File: src/rtl/fft_pkg.sv
// fft_pkg: shared FFT constants, sample/state types and address bit reversal
package fft_pkg;
  localparam int BIT_WIDTH = 16;
  localparam int N = 9;
  typedef struct packed {
    logic signed [BIT_WIDTH-1:0] re;
    logic signed [BIT_WIDTH-1:0] im;
  } cplx_t;
  typedef enum logic [1:0] {IDLE, READ, DRAIN, DONE} state_t;
  function automatic logic [31:0] bitrev(input logic [31:0] a, input int n);
    logic [31:0] r;
    r = '0;
    for (int i = 0; i < 32; i++)
      if (i < n) r[i] = a[n-1-i];
    return r;
  endfunction
endpackage

File: src/rtl/fft_mag_est.sv
// fft_mag_est: magnitude estimate max(|re|,|im|) + min(|re|,|im|)/2 on W+1 bits
module fft_mag_est #(
  parameter int W = 16
) (
  input  logic [W-1:0] re_i,
  input  logic [W-1:0] im_i,
  output logic [W:0]   mag_o
);
  logic [W:0] re_x, im_x, abs_re, abs_im, mx, mn;
  // sign-extend by one bit so the most negative input has a representable magnitude
  always_comb begin
    re_x = {re_i[W-1], re_i};
    im_x = {im_i[W-1], im_i};
    abs_re = re_x[W] ? ~re_x + 1'b1 : re_x;
    abs_im = im_x[W] ? ~im_x + 1'b1 : im_x;
    mx = abs_re > abs_im ? abs_re : abs_im;
    mn = abs_re > abs_im ? abs_im : abs_re;
    mag_o = mx + (mn >> 1);
  end
endmodule

File: src/rtl/fft_ram_reader.sv
// fft_ram_reader: walks the FFT RAM and streams {re,im,mag} beats on valid/ready
module fft_ram_reader #(
  parameter int BIT_WIDTH = 16,
  parameter int N = 9,
  parameter int BITREV = 0
) (
  input  logic                   clk,
  input  logic                   reset_n,
  input  logic                   start,
  output logic                   ram_we,
  output logic [N-1:0]           ram_add,
  input  logic [2*BIT_WIDTH-1:0] ram_dout,
  output logic                   busy,
  output logic                   done,
  output logic                   out_valid,
  input  logic                   out_ready,
  output logic [BIT_WIDTH-1:0]   out_re,
  output logic [BIT_WIDTH-1:0]   out_im,
  output logic [BIT_WIDTH:0]     out_mag,
  output logic [N-1:0]           out_idx,
  output logic                   out_last
);
  import fft_pkg::*;
  localparam logic [N:0] LAST = {1'b0, {N{1'b1}}};
  state_t state_q, state_d;
  logic [N:0] cnt_q, cnt_d;
  logic valid_q, valid_d, last_q, last_d, cap, acc;
  logic [BIT_WIDTH-1:0] re_q, re_d, im_q, im_d;
  logic [BIT_WIDTH:0] mag_q, mag_d, mag;
  logic [N-1:0] idx_q, idx_d;
  fft_mag_est #(.W(BIT_WIDTH)) u_mag (
    .re_i (ram_dout[2*BIT_WIDTH-1:BIT_WIDTH]),
    .im_i (ram_dout[BIT_WIDTH-1:0]),
    .mag_o(mag)
  );
  // a capture refills the output register whenever it is empty or being drained
  assign cap = state_q == READ && (!valid_q || out_ready);
  assign acc = valid_q && out_ready;
  // state, fetch counter and output beat register
  always_ff @(posedge clk or negedge reset_n) begin
    if (!reset_n) begin
      state_q <= IDLE;
      cnt_q   <= '0;
      valid_q <= 1'b0;
      last_q  <= 1'b0;
      re_q    <= '0;
      im_q    <= '0;
      mag_q   <= '0;
      idx_q   <= '0;
    end else begin
      state_q <= state_d;
      cnt_q   <= cnt_d;
      valid_q <= valid_d;
      last_q  <= last_d;
      re_q    <= re_d;
      im_q    <= im_d;
      mag_q   <= mag_d;
      idx_q   <= idx_d;
    end
  end
  // next state and next beat: RAM data is captured in the cycle its address is driven
  always_comb begin
    state_d = state_q;
    case (state_q)
      IDLE:    if (start) state_d = READ;
      READ:    if (cap && cnt_q == LAST) state_d = DRAIN;
      DRAIN:   if (acc) state_d = DONE;
      default: state_d = IDLE;
    endcase
    cnt_d   = state_q == IDLE && start ? '0 : cap ? cnt_q + 1'b1 : cnt_q;
    valid_d = cap || (valid_q && !acc);
    re_d    = cap ? ram_dout[2*BIT_WIDTH-1:BIT_WIDTH] : re_q;
    im_d    = cap ? ram_dout[BIT_WIDTH-1:0] : im_q;
    mag_d   = cap ? mag : mag_q;
    idx_d   = cap ? cnt_q[N-1:0] : idx_q;
    last_d  = cap ? cnt_q == LAST : last_q;
  end
  // status flags and RAM address; the block never writes the RAM
  always_comb begin
    ram_we  = 1'b0;
    busy    = state_q == READ || state_q == DRAIN;
    done    = state_q == DONE;
    ram_add = BITREV != 0 ? N'(bitrev(32'(cnt_q[N-1:0]), N)) : cnt_q[N-1:0];
  end
  assign out_valid = valid_q;
  assign out_re    = re_q;
  assign out_im    = im_q;
  assign out_mag   = mag_q;
  assign out_idx   = idx_q;
  assign out_last  = last_q;
endmodule

File: config.mk
export PLATFORM = sky130hd
export DESIGN_NAME = fft_ram_reader
export DESIGN_NICKNAME = d
export VERILOG_FILES = /design/src/rtl/fft_pkg.sv /design/src/rtl/fft_mag_est.sv /design/src/rtl/fft_ram_reader.sv
export SDC_FILE = /design/constraint.sdc
export NUM_CORES = 1
export LEC_CHECK = 0
export CORE_MARGIN = 5
export CORE_UTILIZATION = 48
export CTS_BUF_LIST = sky130_fd_sc_hd__clkbuf_8
export CTS_CLUSTER_DIAMETER = 60
export DETAILED_ROUTE_END_ITERATION = 16
export PLACE_DENSITY_LB_ADDON = 0.1
export SLEW_MARGIN = 20
export SYNTH_ARGS = -nofsm -noshare
export SYNTH_HDL_FRONTEND = slang
export SYNTH_SLANG_ARGS = --single-unit
File: constraint.sdc
create_clock -name clk -period 2.3 [get_ports clk]
set_clock_uncertainty 0.05 [all_clocks]
set_input_delay 0.575 -clock clk [delete_from_list [all_inputs] [get_ports clk]]
set_output_delay 0.575 -clock clk [all_outputs]
set_load 0.01 [all_outputs]
==> results by group <==
Critical path
  – Path depth of the worst reg2reg path: 8
  – Critical Path Sink Type: register
  – CP startpoint kind: input port
  – CP Data Required Time: 2.45 ns
  – Data arrival, critical path: 5.02 ns
  – Setup CP Type: in -> reg
  – CP max FO: 8

Logic synthesis
  – Synth Cell Area: 0.00498 sq mm
  – Mux contribution to synthesized area: 7.05%
  – Synth Area in Simple Gates: 20.8%
  – Post-synth EDFFs: 0
  – Share of Yosys cell area claimed by the top area cell type: 36.1%
  – Syn. warnings: 0
  – Compound-Gate Fraction of Synth Area: 11.4%
  – Largest family of logic cells by synthesized area: simple AND/OR/NAND/NOR gates
  – #FFs+latches synth: 72
  – Sequential area share after synthesis: 36.1%
  – Post-Synth Adder-Cell Area: 10.7%
  – Avg Cell Area, Syn: 8.67 sq um
  – Synth area leader: dfrtp_1
  – Library cells used by synthesis: 56
  – Ranking of synthesized cells by area: dfrtp_1, nand2_1, ha_1
  – Async SR Flop Fraction: 100%
  – Synthesized instance count: 575
  – Xor/xnor share of the synthesized area: 8.26%
  – Most used flip-flop cell after synthesis: dfrtp_1

Finish
  – Register Area: 0.00180 sq mm
  – P&R area growth vs syn: 65.4%
  – Fillers: 652
  – Diode count: 0
  – NumNets Final: 911
  – Commonest cells after routing, fill and taps aside: nand2_1, buf_4, clkdlybuf4s50_1, dfrtp_1, xor2_1
  – Finished Core Util: 80.6%
  – Commonest non-fill, non-tap cell in the layout: nand2_1
  – Share of cells above drive strength 1: 36.7%
  – Multi-input logic area: 0.00360 sq mm

Placement
  – Gpl congestion: 0.921
  – Hpwl dp: 11.2 mm
  – Port bufs: 106

Timing
  – Fin. Hold Viols: 0
  – Unrepaired setup endpoints after global routing: true
  – Setup total negative slack: -37.43 ns
  – Period utilization: 212%
  – Final min period: 4.87 ns
  – Final Worst Setup Slack: -2.57 ns
  – F_max: 205 MHz
  – Final Slew Violations: 0
  – Setup violations, final: 17
  – Slew at the pin with the worst max-slew slack: 0.619 ns
  – Max-Slew Margin vs Limit: 58.7%

Clock tree
  – Root Buffer: clkbuf_8
  – CTS H-tree lvls: 3
  – Clk buf depth: 2
  – CTS tree: done
  – Reg clk slew, reported paths: 0.08 ns
  – Hold_buf cts: 0
  – Clock sink total: 72
  – CTS Buf Count: 9
  – Worst skew pair latency: 0.35 ns

Min path
  – Hold crit path type: in -> async

Floorplanning
  – Starting density of the core: 48.7%
  – Ports: 108
  – Die width: 112 um
  – Die area: 0.0125 sq mm
  – Core Area: 0.0102 sq mm
  – DIE HEIGHT: 112 um
  – Rows: 37

Pwr
  – Pwr dens: 757 mW/mm^2
  – Leakage: 3.99 nW
  – VDD IR max: 475 uV

GRT
  – GRT Residual Overflow: 0
  – Largest net degree at the start of global routing: 47
  – Initial antenna violation count: 0
  – Vias in the first global route: 5387
  – Gr usage total: 24.9%
  – First-pass GRT wire length: 25.8 mm

Flow run
  – Max-cap violations: 0

Detailed routing
  – Drt drc: 0
  – DRT iter0 DRCs: 220
  – Vias/cell: 5.29
  – Drt total wl: 16.7 mm
  – WL/cell: 17.2 um
  – Drt first pass iters: 4
  – Post-route ant nets: 0
  – Vias: 5152

Status
  – Outcome: finished, violations left
  – Violated checks: negative setup slack
-- timing repair --
action	in CTS	in global routing
gates resized for setup	127	61
gates cloned	1	0
pin swaps	88	65
setup buffers	42	11
setup endpoints to repair	19	19
-- through the flow --
stage / instance area, sq um / worst slack [ns] / cells / hold WS, ns / total power, W
2_1_floorplan: 5100 / -2.44 / 577 / 0.229 / 0.00323
3_3_place_gp: 7100 / -2.99 / 912 / 0.409 / 0.00447
3_5_place_dp: 7100 / -3.23 / 912 / 0.411 / 0.00456
4_1_cts: 7990 / -2.32 / 964 / 0.204 / 0.00591
5_1_grt: 8250 / -2.73 / 973 / 0.227 / 0.00659
6_report: 8250 / -2.57 / 973 / 0.186 / 0.00624
-- worst max-delay path, stage by stage --
cell and delay, ns:
buf_6 0.09, or3_4 0.40, nor2_4 0.11, buf_6 0.12, buf_6 0.10, nand2_1 0.04
nand2_1 0.11, xor2_2 0.15, inv_1 0.07, ha_1 0.33, nand4_1 0.20, nor2_1 0.08
o41ai_2 0.37, a32o_2 0.28, buf_12 0.17, buf_8 0.14, buf_6 0.14, mux2i_2 0.28
ha_4 0.25, a31oi_1 0.19, and2_4 0.18, buf_4 0.10, nor4_1 0.06, a311oi_2 0.32
o211ai_1 0.18
-- layer usage --
metal / part of all wire, % / vias to the layer above / wire length [um] / GRT usage, %
met3: 5.8 / 34 / 966 / 5.76
met2: 50 / 154 / 8420 / 44.4
li1: - / 2459 / - / -
met5: 0 / - / 0 / 0
met1: 41 / 2505 / 6820 / 29.7
met4: 3.0 / 0 / 506 / 7.87
-- synthesized netlist by cell type, types with 4 or more instances --
cell,number
a211oi_1,4
a21o_1,5
a21oi_1,19
buf_1,7
buf_4,11
clkbuf_1,11
dfrtp_1,72
ha_1,41
inv_1,21
mux2i_1,34
nand2_1,167
nand3_1,13
nand4_1,6
nor2_1,24
nor3_1,6
o21ai_0,21
o21ai_1,4
o31ai_1,11
xnor2_1,11
xor2_1,36
-- power breakdown --
group          total (W)  switching, W  internal, W
Combinational    0.00352       0.00162      0.00190
Sequential       0.00175      0.000208      0.00155
Clock           0.000961      0.000514     0.000447
Total            0.00624       0.00234      0.00389
-- cell families after synthesis --
| family | after synthesis |
|---|---|
| AOI/OAI and AO/OA | 85 |
| buffers and inverters | 53 |
| adders and majority gates | 42 |
| DFF | 72 |
| and+or+nand+nor | 239 |
| other | 2 |
| xor gates and xnor gates | 47 |
| muxes | 35 |
-- sequential cells by signal, summed over array words and instances (netlist names) --
name,cells
out_mag,17
out_im,16
out_re,16
cnt_q,10
out_idx,9
state_q,2
out_last,1
out_valid,1
-- final cells by class --
cell class / instances / share of cell area [%]
well taps: 136 / 2.06
multi-input cells: 452 / 43.6
clock buffers: 11 / 1.84
flip-flops and latches: 72 / 21.9
repair buffers: 277 / 29.3
clock inverters: 4 / 0.349
inverters: 21 / 0.956
-- final timing paths --
path                         startpoint          end  slack (ns)
max reg2reg                  state_q[0]   state_q[0]        0.16
min                             reset_n   out_idx[0]        0.19
min reg2reg                  out_idx[6]   out_idx[6]        0.43
max in group asynchronous       reset_n   out_mag[0]        1.45
max                        ram_dout[19]  out_mag[15]       -2.57
min in group clk             out_idx[6]   out_idx[6]        0.43
No activity file was read; power rests on OpenSTA's default activity.
